## src/rtl/axis_cond_pkg.sv

```systemverilog
// ============================================================================
// Module   : axis_cond_pkg
// Brief    : Shared types and constants for the condition-extract front stage
// Revision : 1.0
// ============================================================================
`default_nettype none

package axis_cond_pkg;

    localparam int DSIZE_DEF = 32;
    localparam int H_DEF     = 7;
    localparam int L_DEF     = 0;
    localparam int CW        = H_DEF - L_DEF + 1;

    // Buffer entry for the default configuration; the top re-declares the
    // same layout against its own parameters.
    typedef struct packed {
        logic [DSIZE_DEF-1:0] data;
        logic                 last;
        logic [CW-1:0]        cond;
        logic                 sop;
    } cond_entry_t;

    function automatic int entry_width(input int dsize, input int cw);
        return dsize + cw + 2;
    endfunction

endpackage

`default_nettype wire

```

## src/rtl/axi_stream_inf.sv

```systemverilog
// ============================================================================
// Module   : axi_stream_inf
// Brief    : Minimal AXI-stream bundle (tvalid/tready/tdata/tlast)
// Revision : 1.0
// ============================================================================
`default_nettype none

interface axi_stream_inf #(
    parameter int DSIZE = 32
) ();
    logic             aclk;
    logic             aresetn;
    logic             axis_tvalid;
    logic             axis_tready;
    logic             axis_tlast;
    logic [DSIZE-1:0] axis_tdata;

    modport master (
        input  aclk, aresetn, axis_tready,
        output axis_tvalid, axis_tdata, axis_tlast
    );

    modport slaver (
        input  aclk, aresetn, axis_tvalid, axis_tdata, axis_tlast,
        output axis_tready
    );
endinterface

`default_nettype wire

```

## src/rtl/axis_skid_buffer.sv

```systemverilog
// ============================================================================
// Module   : axis_skid_buffer
// Brief    : Generic 2-entry valid/ready buffer, main + skid register
// Revision : 1.0
// ============================================================================
`default_nettype none

module axis_skid_buffer #(
    parameter int WIDTH = 8
) (
    input  logic             clock,
    input  logic             rst,
    input  logic             in_valid,
    output logic             in_ready,
    input  logic [WIDTH-1:0] in_data,
    output logic             out_valid,
    input  logic             out_ready,
    output logic [WIDTH-1:0] out_data
);

    logic             r_main_valid;
    logic             r_skid_valid;
    logic [WIDTH-1:0] r_main_data;
    logic [WIDTH-1:0] r_skid_data;
    logic             w_accept;
    logic             w_consume;

    // Ready comes from the skid flag only; rst masks it so nothing enters
    // during any reset cycle, including the first one.
    assign in_ready  = ~r_skid_valid & ~rst;
    assign w_accept  = in_valid & in_ready;
    assign w_consume = r_main_valid & out_ready;
    assign out_valid = r_main_valid;
    assign out_data  = r_main_data;

    always_ff @(posedge clock) begin
        if (rst) begin
            r_main_valid <= 1'b0;
            r_skid_valid <= 1'b0;
            r_main_data  <= '0;
            r_skid_data  <= '0;
        end else if (w_consume || !r_main_valid) begin
            if (r_skid_valid) begin
                r_main_valid <= 1'b1;
                r_main_data  <= r_skid_data;
                r_skid_valid <= 1'b0;
            end else begin
                r_main_valid <= w_accept;
                if (w_accept) begin
                    r_main_data <= in_data;
                end
            end
        end else if (w_accept) begin
            r_skid_valid <= 1'b1;
            r_skid_data  <= in_data;
        end
    end

endmodule

`default_nettype wire

```

## src/rtl/axis_condition_extract.sv

```systemverilog
// ============================================================================
// Module   : axis_condition_extract
// Brief    : Tags every beat with its packet's header field [H:L] and counts
//            completed packets, behind a registered skid buffer
// Revision : 1.0
// ============================================================================
`default_nettype none

module axis_condition_extract
    import axis_cond_pkg::*;
#(
    parameter int DSIZE = DSIZE_DEF,
    parameter int H     = H_DEF,
    parameter int L     = L_DEF,
    parameter int CNT_W = 16
) (
    input  logic             clock,
    input  logic             rst,
    axi_stream_inf.slaver    axis_in,
    axi_stream_inf.master    axis_out,
    output logic [H-L:0]     condition_data,
    output logic             out_sop,
    output logic [CNT_W-1:0] pkt_cnt
);

    localparam int COND_W = H - L + 1;
    localparam int EW     = entry_width(DSIZE, COND_W);

    typedef struct packed {
        logic [DSIZE-1:0]  data;
        logic              last;
        logic [COND_W-1:0] cond;
        logic              sop;
    } entry_t;

    logic              r_in_first;
    logic [COND_W-1:0] r_held_cond;
    logic [CNT_W-1:0]  r_pkt_cnt;
    logic              w_in_ready;
    logic              w_accept;
    logic              w_out_valid;
    logic              w_consume;
    logic [COND_W-1:0] w_field;
    logic [EW-1:0]     w_out_bits;
    entry_t            w_in_entry;
    entry_t            w_out_entry;
    logic              w_unused_aux;

    assign w_unused_aux = ^{axis_in.aclk, axis_in.aresetn, axis_out.aclk, axis_out.aresetn};

    assign w_field  = axis_in.axis_tdata[H:L];
    assign w_accept = axis_in.axis_tvalid & w_in_ready;

    // The condition is resolved before buffering so it travels with its beat.
    always_comb begin
        w_in_entry      = '0;
        w_in_entry.data = axis_in.axis_tdata;
        w_in_entry.last = axis_in.axis_tlast;
        w_in_entry.cond = r_in_first ? w_field : r_held_cond;
        w_in_entry.sop  = r_in_first;
    end

    always_ff @(posedge clock) begin
        if (rst) begin
            r_in_first  <= 1'b1;
            r_held_cond <= '0;
        end else if (w_accept) begin
            r_in_first <= axis_in.axis_tlast;
            if (r_in_first) begin
                r_held_cond <= w_field;
            end
        end
    end

    axis_skid_buffer #(
        .WIDTH (EW)
    ) u_skid (
        .clock     (clock),
        .rst       (rst),
        .in_valid  (axis_in.axis_tvalid),
        .in_ready  (w_in_ready),
        .in_data   (w_in_entry),
        .out_valid (w_out_valid),
        .out_ready (axis_out.axis_tready),
        .out_data  (w_out_bits)
    );

    assign w_out_entry = w_out_bits;
    assign w_consume   = w_out_valid & axis_out.axis_tready;

    always_ff @(posedge clock) begin
        if (rst) begin
            r_pkt_cnt <= '0;
        end else if (w_consume && w_out_entry.last) begin
            r_pkt_cnt <= r_pkt_cnt + CNT_W'(1);
        end
    end

    assign axis_in.axis_tready  = w_in_ready;
    assign axis_out.axis_tvalid = w_out_valid;
    assign axis_out.axis_tdata  = w_out_entry.data;
    assign axis_out.axis_tlast  = w_out_entry.last;
    assign condition_data       = w_out_entry.cond;
    assign out_sop              = w_out_valid & w_out_entry.sop;
    assign pkt_cnt              = r_pkt_cnt;

endmodule

`default_nettype wire

```

## src/flat_wrapper.sv

```systemverilog
// flat-port wrapper written by rule: the top's interface ports become plain ports
module axis_condition_extract_flat import axis_cond_pkg::*;
#(
    parameter int DSIZE = DSIZE_DEF,
    parameter int H     = H_DEF,
    parameter int L     = L_DEF,
    parameter int CNT_W = 16
)
  (clock, rst, condition_data, out_sop, pkt_cnt, axis_in_aclk, axis_in_aresetn, axis_in_axis_tvalid, axis_in_axis_tdata, axis_in_axis_tlast, axis_in_axis_tready, axis_out_aclk, axis_out_aresetn, axis_out_axis_tready, axis_out_axis_tvalid, axis_out_axis_tdata, axis_out_axis_tlast);
  axi_stream_inf #(.DSIZE(DSIZE)) axis_in_i ();
  axi_stream_inf #(.DSIZE(DSIZE)) axis_out_i ();
  input  logic clock;
  input  logic rst;
  output logic [H-L:0] condition_data;
  output logic out_sop;
  output logic [CNT_W-1:0] pkt_cnt;
  input wire logic [$bits(axis_in_i.aclk)-1:0] axis_in_aclk;
  input wire logic [$bits(axis_in_i.aresetn)-1:0] axis_in_aresetn;
  input wire logic [$bits(axis_in_i.axis_tvalid)-1:0] axis_in_axis_tvalid;
  input wire logic [$bits(axis_in_i.axis_tdata)-1:0] axis_in_axis_tdata;
  input wire logic [$bits(axis_in_i.axis_tlast)-1:0] axis_in_axis_tlast;
  output wire logic [$bits(axis_in_i.axis_tready)-1:0] axis_in_axis_tready;
  input wire logic [$bits(axis_out_i.aclk)-1:0] axis_out_aclk;
  input wire logic [$bits(axis_out_i.aresetn)-1:0] axis_out_aresetn;
  input wire logic [$bits(axis_out_i.axis_tready)-1:0] axis_out_axis_tready;
  output wire logic [$bits(axis_out_i.axis_tvalid)-1:0] axis_out_axis_tvalid;
  output wire logic [$bits(axis_out_i.axis_tdata)-1:0] axis_out_axis_tdata;
  output wire logic [$bits(axis_out_i.axis_tlast)-1:0] axis_out_axis_tlast;
  assign axis_in_i.aclk = axis_in_aclk;
  assign axis_in_i.aresetn = axis_in_aresetn;
  assign axis_in_i.axis_tvalid = axis_in_axis_tvalid;
  assign axis_in_i.axis_tdata = axis_in_axis_tdata;
  assign axis_in_i.axis_tlast = axis_in_axis_tlast;
  assign axis_in_axis_tready = axis_in_i.axis_tready;
  assign axis_out_i.aclk = axis_out_aclk;
  assign axis_out_i.aresetn = axis_out_aresetn;
  assign axis_out_i.axis_tready = axis_out_axis_tready;
  assign axis_out_axis_tvalid = axis_out_i.axis_tvalid;
  assign axis_out_axis_tdata = axis_out_i.axis_tdata;
  assign axis_out_axis_tlast = axis_out_i.axis_tlast;
  axis_condition_extract #(.DSIZE(DSIZE), .H(H), .L(L), .CNT_W(CNT_W)) u_core (.clock(clock), .rst(rst), .axis_in(axis_in_i), .axis_out(axis_out_i), .condition_data(condition_data), .out_sop(out_sop), .pkt_cnt(pkt_cnt));
endmodule
```

## config.mk

```make
export PLATFORM = sky130hd
export DESIGN_NAME = axis_condition_extract_flat
export DESIGN_NICKNAME = d
export VERILOG_FILES = /design/src/rtl/axis_cond_pkg.sv /design/src/rtl/axi_stream_inf.sv /design/src/rtl/axis_skid_buffer.sv /design/src/rtl/axis_condition_extract.sv /design/src/flat_wrapper.sv
export SDC_FILE = /design/constraint.sdc
export NUM_CORES = 1
export LEC_CHECK = 0
export BUFFER_PORTS_ARGS = -buffer_cell sky130_fd_sc_hd__buf_2
export CAP_MARGIN = 20
export CORE_MARGIN = 2
export CORE_UTILIZATION = 54
export CTS_CLUSTER_SIZE = 16
export DETAILED_ROUTE_END_ITERATION = 8
export MAX_ROUTING_LAYER = met4
export PLACE_DENSITY = 0.82
export SYNTH_ARGS = -nofsm -noshare
export SYNTH_HDL_FRONTEND = slang
export SYNTH_SLANG_ARGS = --single-unit
```

## constraint.sdc

```tcl
create_clock -name clock -period 2.1 [get_ports clock]
set_input_delay 0.21 -clock clock [delete_from_list [all_inputs] [get_ports clock]]
set_output_delay 0.21 -clock clock [all_outputs]
set_load 0.02 [all_outputs]
```

==> reports/metrics.cfg <==
[status]
status = completed

[drt]
drtPass1Iterations = 4
ant_nets = 0
post_drt_wl_per_cell_um = 13.76
via_per_inst = 5.353
drt-initial-drc-count = 141
vias = 3790
wl_um = 9744
drc = 0

[clocking]
clkTransAtPathRegs_ns = 0.11
clk_root_buffer_cell = clkbuf_8
post_cts_buffers = 0
htreeDepth = 3
clk_latency_ns = 0.37
cts_buffer_depth = 2
clock-sinks = 111
cts_buffers = 9
cts_tree = done
cts_resized = 0
cts_hold_buf = 0

[yosys]
ys_warn_count = 0
ys_seq_area_frac = 0.4665
synth_top_family_by_area = simple AND/OR/NAND/NOR gates
synth-xor-area-share = 0.02023
syn_area_sq_um = 4763
netlist_instances = 555
synth_edf_count = 0
synthAdderAreaFrac = 0.002627
yosysUniqueCellTypes = 40
synthSimpleGateAreaFrac = 0.1770
synthFlopType = dfxtp_1
synth-seq-cells = 111
async_flop_share = 0
syn_nets = 597
avgSynthCellArea_sq_um = 8.583
synth.area.mux_share = 0.08826
synth_compound_area_frac = 0.1476

[cells_and_area]
final_cells = 708
layout_commonest_cell = dfxtp_1
diodes = 0
final_area_sq_um = 5263
fin_nets = 637
layout-drive-gt1-share = 0.2250
area_growth_pct = 10.48
final_cell_mix = dfxtp_1 (110), nand2_1 (99), buf_2 (95)

[critical_path]
critical_path_class = register to register
required_ns = 2.39
cp.arrival_ns = 2.23
start_kind = register
worstReg2RegStart = u_core.pkt_cnt[4]$_SDFFE_PP0P_
cp_max_fo = 7
startpoint = u_core.pkt_cnt[4]$_SDFFE_PP0P_
worstSetupEndpointType = register
timing.rr.end = u_core.pkt_cnt[15]$_SDFFE_PP0P_
reg2reg_depth = 4
r2r_setup_slack_ns = 0.16

[power]
peakVddDrop_uv = 396.1
total_leakage_power_nw = 2.032
p_per_area_nw_per_um2 = 782.3

[floorplan]
core_area_sq_um = 8636
die_x_um = 97.92
start_util = 0.5516
std_cell_rows = 34
chipHeight_um = 97.92
fp.dieArea_sq_um = 9588
io_pins = 101

[sta]
finalCriticalPeriod_ns = 1.940
tns_ns = 0
clock.fmax_ghz = 0.5154
fin_skew_ns = 0.008390
setup_viol_count_final = 0
rsz0062_at_grt = false
final_hold_viol_count = 0
holdWs_ns = 0.07766
tightest_slew_ns = 0.7806
slew_violations = 0
timing.slew.headroom = 0.4796
min_period_over_period = 0.9240

[place]
port_buffers = 96
place_hpwl_um = 6593
place_area_sq_um = 5044
gp_congestion = 0.8619
place_inst = 692

[worst_hold_path]
worstHoldStart = axis_in_axis_tdata[25]
hp-class = input port to register
hold_depth = 3
hold_end = u_core.u_skid.r_skid_data[35]$_SDFFE_PP0P_

[grt]
grt_pass1_vias = 3482
grt_pass1_wl_um = 16420
grt_usage = 0.2117
grt_max_degree = 79
antenna_found_initial = 0
grt-ovfl-total = 0

[flow_run]
maxCapViolCount = 0

[flip-flops by register name, indices dropped and copies added, names as in the netlist]
signal and flops:
u_core.r_held_cond 8, u_core.u_skid.r_skid_data 42, u_core.u_skid.r_skid_valid 1, u_core.u_skid.out_valid 1, u_core.u_skid.out_data 42, u_core.pkt_cnt 16, u_core.r_in_first 1
[worst max path at each step]
stage	slack, ns	endpoint	cells after the start
global placement	0.27	u_core.pkt_cnt[15]$_SDFFE_PP0P_	4
finish	0.16	u_core.pkt_cnt[15]$_SDFFE_PP0P_	4
floorplan	0.13	u_core.pkt_cnt[10]$_SDFFE_PP0P_	6
global route	0.08	u_core.pkt_cnt[15]$_SDFFE_PP0P_	4
detailed placement	0.21	u_core.pkt_cnt[10]$_SDFFE_PP0P_	5
CTS	0.18	u_core.pkt_cnt[10]$_SDFFE_PP0P_	5
[cell type report]
| type | count | area, sq um |
|---|---|---|
| clock buffer | 9 | 123.9 |
| tap | 108 | 135.1 |
| fill | 762 | 3373 |
| sequential | 111 | 2223 |
| inverter | 2 | 7.507 |
| clock inverter | 7 | 95.09 |
| timing repair buffer | 109 | 593.1 |
| multi-input combinational | 362 | 2085 |
[cells in the mapped netlist (2+ instances only)]
| cell | instances | area (sq um) |
|---|---|---|
| xnor2_1 | 8 | 70.07 |
| o21ai_0 | 12 | 60.06 |
| inv_1 | 2 | 7.510 |
| a211oi_1 | 48 | 360.4 |
| nand2_1 | 99 | 371.6 |
| nand2b_1 | 2 | 12.51 |
| nand3_1 | 5 | 25.02 |
| nor4_1 | 3 | 18.77 |
| clkbuf_1 | 27 | 101.4 |
| buf_2 | 6 | 30.03 |
| buf_4 | 40 | 300.3 |
| nor2_1 | 64 | 240.2 |
| a21oi_1 | 47 | 235.2 |
| nand4_1 | 4 | 25.02 |
| nor3_1 | 3 | 15.01 |
| nand3b_1 | 2 | 15.01 |
| dfxtp_1 | 111 | 2222 |
| xor2_1 | 3 | 26.28 |
| buf_1 | 7 | 26.28 |
| mux2i_1 | 42 | 420.4 |
[metrics by stage]
| stage | total power (W) | util | setup WS (ns) |
|---|---|---|---|
| 3_3_place_gp | 0.002755 | 0.5840 | 0.2654 |
| 3_5_place_dp | 0.002768 | 0.5840 | 0.2118 |
| 5_1_grt | 0.004305 | 0.6094 | 0.07622 |
| 2_1_floorplan | 0.002678 | - | 0.1297 |
| 4_1_cts | 0.004149 | 0.6094 | 0.1825 |
| 6_report | 0.004117 | 0.6094 | 0.1596 |
[critical path: stages, from the launching register on]
cell     delay, ns
dfxtp_1       0.47
nand4_4       0.17
or4_4         0.57
or4b_1        0.49
a21oi_1       0.17
[cell families after synthesis]
family,count (synthesis)
xor+xnor,11
fa+ha+maj,1
buf+inv,82
flops,111
simple gates,195
mux,42
compound gates,113
[metal layers]
| metal | GRT usage | up-vias | routed length (um) |
|---|---|---|---|
| met5 | - | - | 0 |
| met4 | 0.06731 | 0 | 148 |
| met3 | 0.04438 | 12 | 454 |
| met2 | 0.3451 | 75 | 4848 |
| met1 | 0.2640 | 1771 | 4293 |
| li1 | - | 1932 | - |
[where the power goes]
group / leakage (nW) / total (W) / switching (W) / internal (W)
logic: 1.02 / 0.000473 / 0.000297 / 0.000175
clock network: 0.110 / 0.00140 / 0.000724 / 0.000675
registers: 0.905 / 0.00225 / 0.0000522 / 0.00219
Power figures use the tool's default switching activity.
